**src/rtl/bsg_demodulator.sv**
```systemverilog
// PAM-4 receive slicer: hunts for idle, slices Gray-coded symbols, decodes bytes
// into a 2-entry FIFO. Define BSG_DEMOD_PARITY_EN to add an even-parity 5th symbol.
module bsg_demodulator #(
  parameter int          SPS        = 8,
  parameter logic [7:0]  IDLE_LEVEL = 8'h80,
  parameter logic [7:0]  TH_LO      = 8'h2B,
  parameter logic [7:0]  TH_MID     = 8'h80,
  parameter logic [7:0]  TH_HI      = 8'hD5
) (
  input  logic       SYS_CLK,
  input  logic       SYS_RST,
  input  logic [7:0] IN,
  input  logic       INTMSK,
  input  logic       CLR_OVR,
  output logic [7:0] RX_DATA,
  output logic       RX_VALID,
  input  logic       RX_READY,
  output logic       OVR,
  output logic       PERR,
  output logic       BUSY,
  output logic       RX_INT
);

  localparam int SW = (SPS > 2) ? $clog2(SPS) : 1;
  localparam logic [SW-1:0] SMP_MID  = SW'(SPS / 2);
  localparam logic [SW-1:0] SMP_LAST = SW'(SPS - 1);

  typedef enum logic [1:0] {
    HUNT_IDLE  = 2'd0,
    WAIT_START = 2'd1,
    DATA       = 2'd2
`ifdef BSG_DEMOD_PARITY_EN
    ,PARITY    = 2'd3
`endif
  } state_e;

  function automatic logic [1:0] slice_level(input logic [7:0] s);
    logic [1:0] r;
    if (s < TH_LO)       r = 2'b00;
    else if (s < TH_MID) r = 2'b01;
    else if (s < TH_HI)  r = 2'b10;
    else                 r = 2'b11;
    return r;
  endfunction

  function automatic logic [7:0] gray2bin(input logic [7:0] g);
    logic [7:0] b;
    b[7] = g[7];
    for (int i = 6; i >= 0; i--) begin
      b[i] = b[i+1] ^ g[i];
    end
    return b;
  endfunction

  function automatic logic even_parity(input logic [7:0] b);
    return ^b;
  endfunction

  state_e          state_q, state_d;
  logic [SW-1:0]   smp_q, smp_d;
  logic [2:0]      sym_q, sym_d;
  logic [7:0]      shift_q, shift_d;
  logic            done_q, done_d;
  logic            par_q, par_d;
  logic [1:0]      slice_s;
  logic [7:0]      dec_s;
  logic            par_ok_s;

  logic            push_q;
  logic [7:0]      pdata_q;
  logic [7:0]      mem_q [2];
  logic            head_q;
  logic [1:0]      cnt_q, cnt_d;
  logic            pop_s, wr_s, ovr_set_s, perr_set_s;
  logic            ovr_q, ovr_d, perr_q, perr_d;

  assign slice_s = slice_level(IN);
  assign dec_s   = gray2bin(shift_q);
`ifdef BSG_DEMOD_PARITY_EN
  assign par_ok_s = (par_q == even_parity(dec_s));
`else
  assign par_ok_s = 1'b1;
`endif

  // Symbol-timing FSM next state: counters run free inside a byte, slice at mid-symbol
  always_comb begin
    state_d = state_q;
    smp_d   = smp_q;
    sym_d   = sym_q;
    shift_d = shift_q;
    done_d  = 1'b0;
    par_d   = par_q;
    case (state_q)
      HUNT_IDLE: begin
        if (IN == IDLE_LEVEL) state_d = WAIT_START;
        else                  state_d = HUNT_IDLE;
      end
      WAIT_START: begin
        if (IN != IDLE_LEVEL) begin
          state_d = DATA;
          sym_d   = 3'd0;
          smp_d   = SW'(1);
        end else begin
          state_d = WAIT_START;
        end
      end
      DATA: begin
        if (smp_q == SMP_LAST) begin
          smp_d = '0;
          sym_d = sym_q + 3'd1;
        end else begin
          smp_d = smp_q + SW'(1);
        end
        if (smp_q == SMP_MID) begin
          shift_d = {shift_q[5:0], slice_s};
          if (sym_q == 3'd3) begin
`ifdef BSG_DEMOD_PARITY_EN
            state_d = PARITY;
`else
            state_d = HUNT_IDLE;
            done_d  = 1'b1;
`endif
          end else begin
            state_d = DATA;
          end
        end else begin
          state_d = DATA;
        end
      end
`ifdef BSG_DEMOD_PARITY_EN
      PARITY: begin
        if (smp_q == SMP_LAST) begin
          smp_d = '0;
          sym_d = sym_q + 3'd1;
        end else begin
          smp_d = smp_q + SW'(1);
        end
        if ((smp_q == SMP_MID) && (sym_q == 3'd4)) begin
          par_d   = slice_s[0];
          done_d  = 1'b1;
          state_d = HUNT_IDLE;
        end else begin
          state_d = PARITY;
        end
      end
`endif
      default: state_d = HUNT_IDLE;
    endcase
  end

  // Symbol-timing FSM registers
  always_ff @(posedge SYS_CLK) begin
    if (SYS_RST) begin
      state_q <= HUNT_IDLE;
      smp_q   <= '0;
      sym_q   <= 3'd0;
      shift_q <= 8'h00;
      done_q  <= 1'b0;
      par_q   <= 1'b0;
    end else begin
      state_q <= state_d;
      smp_q   <= smp_d;
      sym_q   <= sym_d;
      shift_q <= shift_d;
      done_q  <= done_d;
      par_q   <= par_d;
    end
  end

  // Decode stage: registers the binary byte one cycle after assembly
  always_ff @(posedge SYS_CLK) begin
    if (SYS_RST) begin
      push_q  <= 1'b0;
      pdata_q <= 8'h00;
    end else begin
      push_q  <= done_q & par_ok_s;
      pdata_q <= dec_s;
    end
  end

  assign perr_set_s = done_q & ~par_ok_s;
  assign pop_s      = (cnt_q != 2'd0) & RX_READY;
  // A full FIFO still accepts a push when the head leaves in the same cycle.
  assign wr_s       = push_q & ((cnt_q != 2'd2) | pop_s);
  assign ovr_set_s  = push_q & (cnt_q == 2'd2) & ~pop_s;

  // FIFO occupancy and sticky flag next state; set beats clear
  always_comb begin
    cnt_d = cnt_q + {1'b0, wr_s} - {1'b0, pop_s};
    if (ovr_set_s)    ovr_d = 1'b1;
    else if (CLR_OVR) ovr_d = 1'b0;
    else              ovr_d = ovr_q;
    if (perr_set_s)   perr_d = 1'b1;
    else if (CLR_OVR) perr_d = 1'b0;
    else              perr_d = perr_q;
  end

  // FIFO storage, pointers and sticky flags
  always_ff @(posedge SYS_CLK) begin
    if (SYS_RST) begin
      mem_q[0] <= 8'h00;
      mem_q[1] <= 8'h00;
      head_q   <= 1'b0;
      cnt_q    <= 2'd0;
      ovr_q    <= 1'b0;
      perr_q   <= 1'b0;
    end else begin
      if (wr_s) mem_q[head_q ^ cnt_q[0]] <= pdata_q;
      if (pop_s) head_q <= ~head_q;
      cnt_q  <= cnt_d;
      ovr_q  <= ovr_d;
      perr_q <= perr_d;
    end
  end

  assign RX_DATA  = mem_q[head_q];
  assign RX_VALID = (cnt_q != 2'd0);
  assign OVR      = ovr_q;
`ifdef BSG_DEMOD_PARITY_EN
  assign PERR     = perr_q;
  assign BUSY     = (state_q == DATA) || (state_q == PARITY);
`else
  assign PERR     = 1'b0;
  assign BUSY     = (state_q == DATA);
`endif
  assign RX_INT   = INTMSK & (RX_VALID | OVR | PERR);

endmodule

```
**config.mk**
```make
export PLATFORM = sky130hd
export DESIGN_NAME = bsg_demodulator
export DESIGN_NICKNAME = d
export VERILOG_FILES = /design/src/rtl/bsg_demodulator.sv
export SDC_FILE = /design/constraint.sdc
export NUM_CORES = 1
export LEC_CHECK = 0
export ABC_AREA = 1
export BUFFER_PORTS_ARGS = -buffer_cell sky130_fd_sc_hd__buf_2
export CORE_MARGIN = 2
export CORE_UTILIZATION = 30
export CTS_CLUSTER_DIAMETER = 30
export DETAILED_ROUTE_END_ITERATION = 7
export GPL_ROUTABILITY_DRIVEN = 0
export SLEW_MARGIN = 30
export SYNTH_ARGS = -nofsm -noshare
export SYNTH_HDL_FRONTEND = slang
export SYNTH_SLANG_ARGS = --single-unit
```
**constraint.sdc**
```tcl
create_clock -name SYS_CLK -period 1.95 [get_ports SYS_CLK]
set_input_delay 0.39 -clock SYS_CLK [delete_from_list [all_inputs] [get_ports SYS_CLK]]
set_output_delay 0.39 -clock SYS_CLK [all_outputs]
set_load 0.01 [all_outputs]
```
After elaboration in Yosys (flattened, before gate mapping)
Memory sizes are Yosys's and may differ from the RTL's. A register that Yosys moved wholly into a read port is not among the register bits.
Index checks and enable logic that the tools add are counted.

cells by class
  add/subtract/negate cells = 4
  magnitude comparators = 3
  equal/unequal tests = 11
  mux-type cells = 27
  bitwise operators = 19
  reductions and logical operators = 9

operator list
  operator             number
  $lt 8x8->1 const B   2
  $mux 1               14
  $mux 3               4
  $pmux 3 s2           2
  $mux 2               5
  $eq 8x8->1 const B   1
  $lt 8x6->1 const B   1
  $mux 8               1
  $ne 8x8->1 const B   1
  $reduce_or 8->1      1
  $xor 1x1->1          8
  $add 3x1->3 const B  2
  $eq 3x3->1 const B   2
  $pmux 2 s3           1
  $reduce_bool 2->1    3
  $and 1x1->1          5
  $eq 2x2->1 const B   2
  $ne 2x2->1 const B   2
  $not 1->1            4
  $reduce_and 2->1     2
  $eq 3x2->1 const B   1
  $reduce_and 3->1     1
  $reduce_or 3->1      1
  $add 2x1->2          1
  5 further kinds      6

word-level totals
  register bits after elaboration = 30
  memory bits (writable) = 16
  input bits = 13
  output and inout port bits = 13
  logic and storage cells = 84
  memories kept = 1

memories
  name   words  bits a word  read ports  clocked after Yosys merged registers in  wr ports  RTL line  source
  mem_q  2      8            1           1                                        2         71        logic [7:0] mem_q [2];

Depth between registers and ports, before layout
Gate-level depths: netlist of run 1.

  depth after elaboration = 9
  gate-level depth with buffers = 13
  depth with buffers taken out = 13

Least setup slack after synthesis of run 1
No wires, ideal clock.

  kind = register -> register
  from = register cnt_q[1]
  to = register cnt_q[1]
  setup time = 0.120 ns
  data arrival time = 1.562 ns
  required time = 1.830 ns
  slack = 0.267 ns
  cell stages (with the launch flop) = 10
  buffers on the path = 0
  period minus slack after synthesis = 1.683 ns
  cell sequence = dfxtp_1 > or2_2 > nand2_1 > inv_1 > ha_1 > inv_1 > ha_1 > xor2_1 > o21ai_0 > a21oi_1

on the way
  word-level cells in the longest chain between the ends = 6
  elaborated cells between the ends (all ways) = 7
  classes of those cells = add/sub: 2; eq/ne: 1; bitwise: 3; reduce/logical: 1

ends and longest elaborated chain
  element                 RTL line  source
  from (decl)             73        logic [1:0] cnt_q, cnt_d;
  from (signal assigned)  210       cnt_q <= cnt_d;
  $reduce_bool 2->1 *     -
  named net RX_VALID      16        output logic RX_VALID,
  $and 1x1->1 *           182       assign pop_s = (cnt_q != 2'd0) & RX_READY;
  named net pop_s         74        logic pop_s, wr_s, ovr_set_s, perr_set_s;
  $or 1x1->1              184       assign wr_s = push_q & ((cnt_q != 2'd2) | pop_s);
  $and 1x1->1             184
  $add 2x1->2             189       cnt_d = cnt_q + {1'b0, wr_s} - {1'b0, pop_s};
  $sub 2x1->2 *           189

The timed path passes the listed nets; every way through them passes the cells marked *.
A chain may end at the register's enable or synchronous reset.

Final worst setup path of run 1
  from = register cnt_q[1]
  to = register cnt_q[1]

on the way
  word-level cells in the longest chain between the ends = 6
  elaborated cells between the ends (all ways) = 7
  classes of those cells = add/sub: 2; eq/ne: 1; bitwise: 3; reduce/logical: 1

ends and longest elaborated chain
  element              RTL line
  $reduce_bool 2->1 *  182
  $and 1x1->1 *        182
  named net pop_s      74
  $or 1x1->1           184
  $and 1x1->1          184
  $add 2x1->2          189
  $sub 2x1->2 *        189

Marks and branches as above.

==> results of run 1 <==
-- synth_stat cells (all sizes together) --
cell / instances / share of area (%)
a2111o: 1 / 0.52
a211oi: 1 / 0.34
a21oi: 26 / 6.0
a22oi: 1 / 0.34
buf: 2 / 0.57
clkbuf: 4 / 0.69
clkinv: 1 / 0.17
conb: 1 / 0.17
dfxtp: 31 / 29
edfxtp: 16 / 22
ha: 11 / 6.3
inv: 37 / 6.4
mux2: 8 / 4.1
nand2: 25 / 5.6
nand3: 16 / 5.7
nand4: 4 / 1.1
nor2: 32 / 5.6
nor3: 6 / 1.6
nor4: 1 / 0.29
o21a: 1 / 0.34
o21ai: 9 / 2.1
or2: 2 / 0.58
xnor2: 1 / 0.40
xor2: 1 / 0.40
-- through the flow --
step                      instance area [µm²]  power, W  setup slack, ps  hold slack (ps)
after floorplan                          2180   0.00121              267              388
after global placement                   2430   0.00127              242              391
after detailed placement                 2430   0.00128              187              397
after CTS                                2520   0.00186              164              331
after global routing                     2520   0.00192             42.9              372
final                                    2520   0.00183              166              340
-- area by class of cell --
cell class | count | share of cell area, %
Clock buffer | 6 | 2.88
Tap cell | 99 | 4.92
Multi-Input combinational cell | 147 | 36.0
Inverter | 38 | 5.67
Timing Repair Buffer | 29 | 6.26
Sequential cell | 47 | 43.7
Clock inverter | 2 | 0.547
-- worst min-delay path by stage --
stage / startpoint / end / slack, ps / depth (start not counted)
finish: CLR_OVR / OVR / 340 / 4
floorplan: done_q / push_q / 390 / 2
global route: CLR_OVR / OVR / 370 / 4
detailed placement: done_q / push_q / 400 / 2
CTS: CLR_OVR / OVR / 330 / 4
global placement: done_q / push_q / 390 / 2
-- logic make-up after synthesis --
| family | count (synthesis) |
|---|---|
| buffers and inverters | 44 |
| muxes | 8 |
| AOI/OAI and AO/OA | 39 |
| xor gates and xnor gates | 2 |
| other | 1 |
| adders and majority gates | 11 |
| and+or+nand+nor | 86 |
| DFF | 47 |
-- power by group through the flow --
stage          clock, W  sequential [W]  combinational (W)
2_1_floorplan         0         0.00107           0.000141
3_3_place_gp          0         0.00109           0.000188
3_5_place_dp          0         0.00109           0.000189
4_1_cts        0.000600         0.00107           0.000190
5_1_grt        0.000639         0.00107           0.000213
6_report       0.000576         0.00107           0.000188
-- flip-flops by register name, summed over array words and instances, names as in the netlist, named ones only --
register and cells:
OVR 1, cnt_q 2, done_q 1, head_q 1, mem_q 16, pdata_q 8
push_q 1, shift_q 8, smp_q 3, state_q 2, sym_q 3
-- routing by layer --
metal  global-route usage [%]  vias to the layer above  wire length, µm
li1                         -                      841                -
met1                     11.4                      706             1660
met2                     17.7                       22             1720
met3                     2.77                        7              147
met4                     4.07                        0               57
met5                        0                        -                0
-- critical path, cell delays in order (launching register included) --
cell     delay (ps)
dfxtp_1         350
or2_2           330
nand2_1          60
inv_1            60
ha_1            270
inv_1            40
ha_1            180
xor2_1          160
o21ai_0         170
a21oi_1          60
-- cells in the final DEF (no fill, tap or decap), types with 2 or more instances in the layout --
cell type / count
dfxtp_1: 31
buf_2: 24
nand2_1: 18
nor3_1: 5
inv_1: 34
nand3_2: 9
inv_2: 3
nand2_2: 5
buf_4: 5
ha_1: 11
edfxtp_1: 16
nand4_1: 4
nor2_1: 31
a21oi_1: 26
o21ai_0: 9
clkbuf_8: 5
nand3_1: 7
nand2_4: 2
mux2_2: 8
==> summary.txt, run 1 <==
Final layout
  – Layout net count: 292
  – Area delta synth->final: 15.6%
  – ANT cells: 0
  – Util after Layout: 35.3%
  – FF+latch area: 0.00110 mm²
  – FILL cells: 749
  – Multi-input gate area: 906 µm²
  – Layout Cells excl Fill: 368
  – Layout cells sized above 1: 24.5%

Worst setup path
  – Worst setup endpoint: cnt_q[1]
  – R2r endpoint: cnt_q[1]
  – Crit path launch: cnt_q[1]
  – Startpoint Class: flip-flop
  – Reg2Reg Setup Slack: 170 ps
  – Register-to-Register Path Depth: 9
  – Crit. End Element: flip-flop
  – Critical path type: flip-flop to flip-flop
  – RR Startpoint: cnt_q[1]
  – Crit path max fanout: 5
  – WP data required: 2140 ps
  – Critical Path AT: 1980 ps

Power and ir drop
  – Total power per unit cell area: 727 mW/mm²
  – Internal power: 0.00138 W
  – Power share of the combinational group: 10.3%
  – Switching power total: 0.000449 W
  – Sw Share: 24.5%
  – Reg power frac: 58.2%
  – Clock Power Share: 31.5%
  – Leak: 1.01 nW
  – Max VDD drop: 0.255 mV

Floorplan
  – Num ports: 26
  – Die footprint: 0.00795 mm²
  – Die Ht: 89.2 µm
  – Core area: 0.00714 mm²
  – Die width: 89.2 µm
  – Initial Util: 30.5%
  – Row Count: 31

Status
  – Outcome: finished, final reports clean

Logic synthesis
  – Syn_area_per_cell: 9.15 µm²
  – Post-synthesis mux area share: 4.14%
  – Ys Warns: 0
  – Simple-Gate Fraction of Synth Area: 20.6%
  – Yosys reg bits: 47
  – Yosys cell types: 32
  – Largest family of logic cells by synthesized area: simple AND/OR/NAND/NOR gates
  – Syn nets: 262
  – Cell area after synthesis: 0.00218 mm²
  – Cells after Synth: 238
  – Post-Synth Adder-Cell Area: 6.32%
  – Complex-gate fraction of the synthesized area: 9.60%
  – Post-synthesis xor/xnor area fraction: 0.805%
  – Register area share after synthesis: 50.6%

Job
  – Number of max-cap violations: 0

Timing
  – Layout Skew: 12.6 ps
  – Final Hold Fails: 0
  – Fin crit share: 91.5%
  – Top achievable clock speed: 560 MHz
  – Fin crit period: 1780 ps
  – Endpoints failing setup: 0
  – RSZ-0062 raised after global routing: no
  – Fin. max-slew vios: 0
  – Setup_tns: 0 ps

CTS
  – Clock-pin slew on the worst setup and hold paths: 90 ps
  – TritonCTS Buffers: 5
  – Postcts setup bufs: 0
  – H-tree Lvls: 2
  – Post-CTS resize count: 0
  – Clock buffer depth: 2
  – Worst skew pair latency: 300 ps
  – Cts hold-fix bufs: 0
  – Root Buffer: clkbuf_8
  – TritonCTS clock tree: done
  – CTS Sinks: 47

Global routing
  – Largest net degree at the start of global routing: 21
  – Global route overflow: 0
  – Global-route usage over all layers: 10.0%
  – Antenna violations before repair: 0
  – Vias in the first global route: 1489
  – First-pass GRT wire length: 6260 µm

Route
  – DR WL/cell: 9.74 µm
  – Antenna Nets Post-Route: 0
  – First drt pass iteration count: 4
  – Post-DR vias/cell: 4.28
  – Via count: 1576
  – Total Wirelength: 3580 µm
  – # DRC: 0
  – Iteration-0 DRC Markers: 40

Placed design
  – Port bufs: 24
  – Cells after DPL: 360
  – Hpwl dp: 2660 µm

Min path
  – Worst Hold Class: input port to flip-flop
Note: power is estimated with default switching activity, not from simulation.
==> inputs of run 2 (changes only) <==
==> constraint.sdc (replaced) <==
create_clock -name SYS_CLK -period 1.6 [get_ports SYS_CLK]
set_input_delay 0.32 -clock SYS_CLK [delete_from_list [all_inputs] [get_ports SYS_CLK]]
set_output_delay 0.32 -clock SYS_CLK [all_outputs]
set_load 0.01 [all_outputs]
==> summary.txt, run 2 (synthesized netlist as in run 1, its figures left out) <==
CTS
  – Worst skew pair latency: 300 ps (about the same)
  – TritonCTS Buffers: 5 (unchanged)
  – Cts hold-fix bufs: 0 (unchanged)
  – H-tree Lvls: 2 (unchanged)
  – Clock-pin slew on the worst setup and hold paths: 80 ps (about the same)
  – TritonCTS clock tree: done
  – CTS Sinks: 47 (unchanged)
  – Clock buffer depth: 2 (unchanged)
  – Root Buffer: clkbuf_8

Route
  – Post-DR vias/cell: 4.21 (-1.8%)
  – Iteration-0 DRC Markers: 57 (+43%)
  – # DRC: 0 (unchanged)
  – DR WL/cell: 10.1 µm (+3.9%)
  – Antenna Nets Post-Route: 0 (unchanged)
  – Via count: 1577 (+0.063%)
  – First drt pass iteration count: 4 (unchanged)
  – Total Wirelength: 3800 µm (+5.9%)

Power and ir drop
  – Leak: 1.05 nW (+4.3%)
  – Total power per unit cell area: 937 mW/mm² (+29%)
  – Max VDD drop: 0.392 mV (+54%)

Final layout
  – Most frequent cells in the layout: 32 x inv_1, 30 x nor2_1, 28 x dfxtp_1
  – Layout cells sized above 1: 31.5% (+7.0 points)
  – Max FFs per register: 16 (unchanged)
  – Biggest register: mem_q
  – Largest regs: mem_q x16, pdata_q x8, shift_q x8
  – ANT cells: 0 (unchanged)
  – FILL cells: 740 (-1.2%)
  – Layout net count: 299 (+2.4%)
  – Post-route cell area: 0.00266 mm² (+5.5%)
  – Commonest non-fill, non-tap cell in the layout: inv_1
  – Area delta synth->final: 22.0%

Floorplan
  – Row Count: 31 (unchanged)
  – Num ports: 26 (unchanged)
  – Die Ht: 89.2 µm (unchanged)
  – Initial Util: 30.5% (unchanged)
  – Die width: 89.2 µm (unchanged)
  – Die footprint: 0.00795 mm² (unchanged)
  – Core area: 0.00714 mm² (unchanged)

Placed design
  – Dpl ws: 2.43 ps (-184 ps)
  – Placed inst area: 0.00247 mm² (+1.6%)
  – Port bufs: 24 (unchanged)
  – Hpwl dp: 2790 µm (+4.8%)

Global routing
  – Largest net degree at the start of global routing: 21 (unchanged)
  – Global route overflow: 0 (unchanged)
  – Vias in the first global route: 1527 (+2.6%)
  – First-pass GRT wire length: 6570 µm (+5.0%)
  – Antenna violations before repair: 0 (unchanged)
  – Global-route usage over all layers: 10.8% (+0.74 points)

Timing
  – RSZ-0062 raised after global routing: yes
  – Final Hold Fails: 0 (unchanged)
  – Layout Skew: 5.59 ps (-7.00 ps)
  – Endpoints failing setup: 0 (unchanged)
  – Top achievable clock speed: 647 MHz (+15%)
  – Fin crit share: 96.6% (+5.1 points)
  – Worst hold slack: 258 ps (-82.0 ps)
  – Setup WS post-layout: 54.4 ps (-111 ps)
  – Fin crit period: 1550 ps (-239 ps)
  – Fin. max-slew vios: 0 (unchanged)

Worst setup path
  – Slowest stage delay, CP: 340 ps (about the same)
  – Crit. End Element: flip-flop
  – Cell Chain, Critical Path: or2_4 -> nand2_2 -> inv_2 -> ha_4 -> inv_2 -> ha_4 -> xor2_2 -> o21ai_1 -> a21oi_1
  – Critical Path AT: 1740 ps (-240 ps)
  – WP buf/inv: 2 (unchanged)
  – Startpoint Class: flip-flop
  – WP data required: 1800 ps (-340 ps)
  – Crit-path leading delay family: adder cells
  – Critical path type: flip-flop to flip-flop
  – Slowest stage cell on the critical path: dfxtp_2
  – Crit path max fanout: 4 (-1)

Min path
  – Worst Hold Class: input port to flip-flop

Job
  – Number of max-cap violations: 0 (unchanged)

Status
  – Outcome: finished, final reports clean
## run 2: cell types whose count changed in the layout (fill, tap and decap cells not counted), moves of 2 or more
cell | previous run | this run
dfxtp_2 | 0 | 2
ha_1 | 11 | 8
dfxtp_1 | 31 | 28
inv_1 | 34 | 32
nand2_2 | 5 | 7
ha_4 | 0 | 2
buf_4 | 5 | 12
nand2_1 | 18 | 16
inv_2 | 3 | 5
## run 2: layer usage
layer | vias up | track usage, % | share of wire, %
li1 | 855 | - | -
met1 | 688 | 12.1 | 46
met2 | 28 | 18.4 | 47
met3 | 6 | 2.95 | 4.3
met4 | 0 | 6.11 | 2.3
met5 | - | 0 | 0
## run 2: worst reg2reg max path: stages (launching register included)
cell,delay (ps)
dfxtp_2,340
or2_4,240
nand2_2,60
inv_2,50
ha_4,250
inv_2,40
ha_4,150
xor2_2,150
o21ai_1,120
a21oi_1,50
## run 2: power breakdown
group | internal [W] | leakage, nW | switching [W]
registers | 0.00127 | 0.415 | 0.0000288
logic | 0.000162 | 0.580 | 0.000151
clock network | 0.000473 | 0.0587 | 0.000405
## run 2: area by class of cell
| cell class | instances | area, µm² | share of cell area (%) |
|---|---|---|---|
| multi-input combinational | 147 | 956 | 36.0 |
| clock inverter | 3 | 47.5 | 1.79 |
| clock buffer | 5 | 68.8 | 2.59 |
| tap | 99 | 124 | 4.66 |
| timing repair buffer | 36 | 210 | 7.91 |
| inverter | 38 | 143 | 5.37 |
| sequential | 47 | 1110 | 41.7 |
## run 2: worst paths after layout
kind / startpoint / end / slack, ps / cells after the start
worst max register to register: cnt_q[0] / cnt_q[1] / 50 / 9
worst min register to register: done_q / push_q / 410 / 2
worst min-delay path: CLR_OVR / OVR / 260 / 4
worst max-delay path: cnt_q[0] / cnt_q[1] / 50 / 9
## run 2: timing repair
action / 4_1_cts / 5_1_grt
cloned: 0 / 0
hold endpoints to repair: 0 / 0
pin swaps: 5 / 4
gates resized for setup: 9 / 6
setup endpoints to repair: 10 / 11
buffers inserted: 2 / 0
## run 2: through the flow
| stage | utilization (%) | total power (W) | setup TNS, ps | cells |
|---|---|---|---|---|
| 5_1_grt | 37.2 | 0.00261 | -3.09 | 375 |
| 4_1_cts | 36.9 | 0.00252 | 0 | 375 |
| 3_5_place_dp | 34.6 | 0.00159 | 0 | 365 |
| 3_3_place_gp | 34.6 | 0.00158 | 0 | 365 |
| 6_report | 37.2 | 0.00249 | 0 | 375 |
| 2_1_floorplan | - | 0.00149 | 0 | 238 |
==> inputs of run 3 (changes only) <==
--- a/config.mk
+++ b/config.mk
@@ -7,11 +7,14 @@
 export LEC_CHECK = 0
 export ABC_AREA = 1
 export BUFFER_PORTS_ARGS = -buffer_cell sky130_fd_sc_hd__buf_2
+export CELL_PAD_IN_SITES_DETAIL_PLACEMENT = 0
+export CELL_PAD_IN_SITES_GLOBAL_PLACEMENT = 1
 export CORE_MARGIN = 2
 export CORE_UTILIZATION = 30
 export CTS_CLUSTER_DIAMETER = 30
 export DETAILED_ROUTE_END_ITERATION = 7
 export GPL_ROUTABILITY_DRIVEN = 0
+export PLACE_DENSITY_LB_ADDON = 0.1
 export SLEW_MARGIN = 30
 export SYNTH_ARGS = -nofsm -noshare
 export SYNTH_HDL_FRONTEND = slang
==> constraint.sdc (replaced) <==
create_clock -name SYS_CLK -period 1.9 [get_ports SYS_CLK]
set_input_delay 0.38 -clock SYS_CLK [delete_from_list [all_inputs] [get_ports SYS_CLK]]
set_output_delay 0.38 -clock SYS_CLK [all_outputs]
set_load 0.01 [all_outputs]
==> summary.txt, run 3 (synthesized netlist as in run 1, its figures left out) <==
Status
  – Outcome: finished, final reports clean

Worst setup path
  – Critical path type: flip-flop to output port
  – Reg2Reg Setup Slack: 170 ps (+120 ps)
  – WP data required: 1520 ps (-280 ps)
  – Startpoint Class: flip-flop
  – Worst setup endpoint: RX_DATA[6]
  – RR Startpoint: cnt_q[1]
  – R2r endpoint: cnt_q[1]
  – Critical Path AT: 1360 ps (-380 ps)
  – Register-to-Register Path Depth: 9 (unchanged)
  – Crit path max fanout: 8 (+4)
  – Crit. End Element: output port

Route
  – Total Wirelength: 3760 µm (-1.1%)
  – Post-DR vias/cell: 4.26 (+1.3%)
  – # DRC: 0 (unchanged)
  – Via count: 1567 (-0.63%)
  – Iteration-0 DRC Markers: 28 (-51%)
  – Antenna Nets Post-Route: 0 (unchanged)
  – DR WL/cell: 10.2 µm (+0.80%)
  – First drt pass iteration count: 4 (unchanged)

CTS
  – H-tree Lvls: 2 (unchanged)
  – Worst skew pair latency: 290 ps (about the same)
  – Cts hold-fix bufs: 0 (unchanged)
  – TritonCTS Buffers: 5 (unchanged)
  – Clock-pin slew on the worst setup and hold paths: 80 ps (about the same)
  – CTS Sinks: 47 (unchanged)
  – Root Buffer: clkbuf_8
  – TritonCTS clock tree: done
  – Clock buffer depth: 2 (unchanged)

Placed design
  – Hpwl dp: 2810 µm (+0.90%)
  – Placed inst area: 0.00243 mm² (-1.6%)
  – Port bufs: 24 (unchanged)
  – Cells after DPL: 360 (-1.4%)

Power and ir drop
  – Internal power: 0.00168 W (-12%)
  – Reg power frac: 51.1% (-1.0 points)
  – Total power per unit cell area: 834 mW/mm² (-11%)
  – Sw Share: 21.3% (-2.2 points)
  – Power share of the combinational group: 8.9% (-3.7 points)
  – Max VDD drop: 0.336 mV (-14%)
  – Switching power total: 0.000455 W (-22%)
  – Clock Power Share: 39.9% (+4.6 points)
  – Leak: 1.03 nW (-2.2%)

Floorplan
  – Row Count: 31 (unchanged)
  – Die footprint: 0.00795 mm² (unchanged)
  – Die width: 89.2 µm (unchanged)
  – Num ports: 26 (unchanged)
  – Core area: 0.00714 mm² (unchanged)
  – Die Ht: 89.2 µm (unchanged)
  – Initial Util: 30.5% (unchanged)

Timing
  – RSZ-0062 raised after global routing: no
  – Top achievable clock speed: 576 MHz
  – Fin. max-slew vios: 0 (unchanged)
  – Final Hold Fails: 0 (unchanged)
  – Worst hold slack: 336 ps (+78.6 ps)
  – Endpoints failing setup: 0 (unchanged)
  – Layout Skew: 3.54 ps (-2.06 ps)
  – Fin crit period: 1740 ps
  – Fin crit share: 91.4%
  – Setup_tns: 0 ps (unchanged)

Global routing
  – First-pass GRT wire length: 6620 µm (+0.75%)
  – Global-route usage over all layers: 10.6% (-0.13 points)
  – Antenna violations before repair: 0 (unchanged)
  – Global route overflow: 0 (unchanged)
  – Vias in the first global route: 1526 (-0.065%)
  – Largest net degree at the start of global routing: 21 (unchanged)

Min path
  – Worst Hold Class: input port to flip-flop

Final layout
  – Area delta synth->final: 17.8%
  – Util after Layout: 35.9% (-1.3 points)
  – Largest regs: mem_q x16, pdata_q x8, shift_q x8
  – Commonest non-fill, non-tap cell in the layout: inv_1
  – Layout Cells excl Fill: 368 (-1.9%)
  – Max FFs per register: 16 (unchanged)
  – Layout net count: 292 (-2.3%)
  – FILL cells: 782 (+5.7%)
  – Most frequent cells in the layout: 34 x inv_1, 31 x dfxtp_1, 31 x nor2_1
  – Layout cells sized above 1: 24.5% (-7.0 points)
  – Post-route cell area: 0.00256 mm² (-3.5%)
  – ANT cells: 0 (unchanged)
  – Biggest register: mem_q

Job
  – Number of max-cap violations: 0 (unchanged)
==> run 3: what timing repair did <==
item | 4_1_cts | 5_1_grt
setup endpoints to repair | 0 | 1
setup buffers | 0 | 0
resized for setup | 0 | 1
==> run 3: final cells by class <==
type                            count  area [µm²]  area share [%]
Timing Repair Buffer               29         158            6.15
Multi-Input combinational cell    147         906            35.3
Clock inverter                      2        60.1            2.34
Tap cell                           99         124            4.83
Sequential cell                    47        1100            42.9
Clock buffer                        6        72.6            2.83
Inverter                           38         143            5.56
==> run 3: critical path, stage by stage, from the launching register on <==
cell and delay (ps):
dfxtp_1 550, mux2_2 380, buf_2 140
==> run 3: how the worst min path moves through the flow <==
stage             end  slack [ps]  cells after the start    start
2_1_floorplan  push_q         390                      2   done_q
3_3_place_gp   push_q         400                      2   done_q
3_5_place_dp   push_q         400                      2   done_q
4_1_cts           OVR         330                      4  CLR_OVR
5_1_grt           OVR         340                      4  CLR_OVR
6_report          OVR         340                      4  CLR_OVR
==> run 3: per-stage QoR <==
stage	power (W)	setup WS, ps
2_1_floorplan	0.00125	217
3_3_place_gp	0.00131	189
3_5_place_dp	0.00131	168
4_1_cts	0.00217	108
5_1_grt	0.00224	15.7
6_report	0.00214	164
==> run 3: power by group through the flow <==
| stage | clock, W | sequential [W] | combinational, W |
|---|---|---|---|
| 3_5_place_dp | 0 | 0.00112 | 0.000194 |
| 4_1_cts | 0.000884 | 0.00109 | 0.000195 |
| 5_1_grt | 0.000918 | 0.00110 | 0.000221 |
| 2_1_floorplan | 0 | 0.00110 | 0.000145 |
| 3_3_place_gp | 0 | 0.00112 | 0.000196 |
| 6_report | 0.000854 | 0.00109 | 0.000191 |
==> run 3: layer usage <==
metal | up-vias | global-route usage [%] | routed length (µm)
met4 | 0 | 4.07 | 64
met2 | 15 | 18.5 | 1780
li1 | 836 | - | -
met1 | 710 | 12.5 | 1790
met5 | - | 0 | 0
met3 | 6 | 2.86 | 121
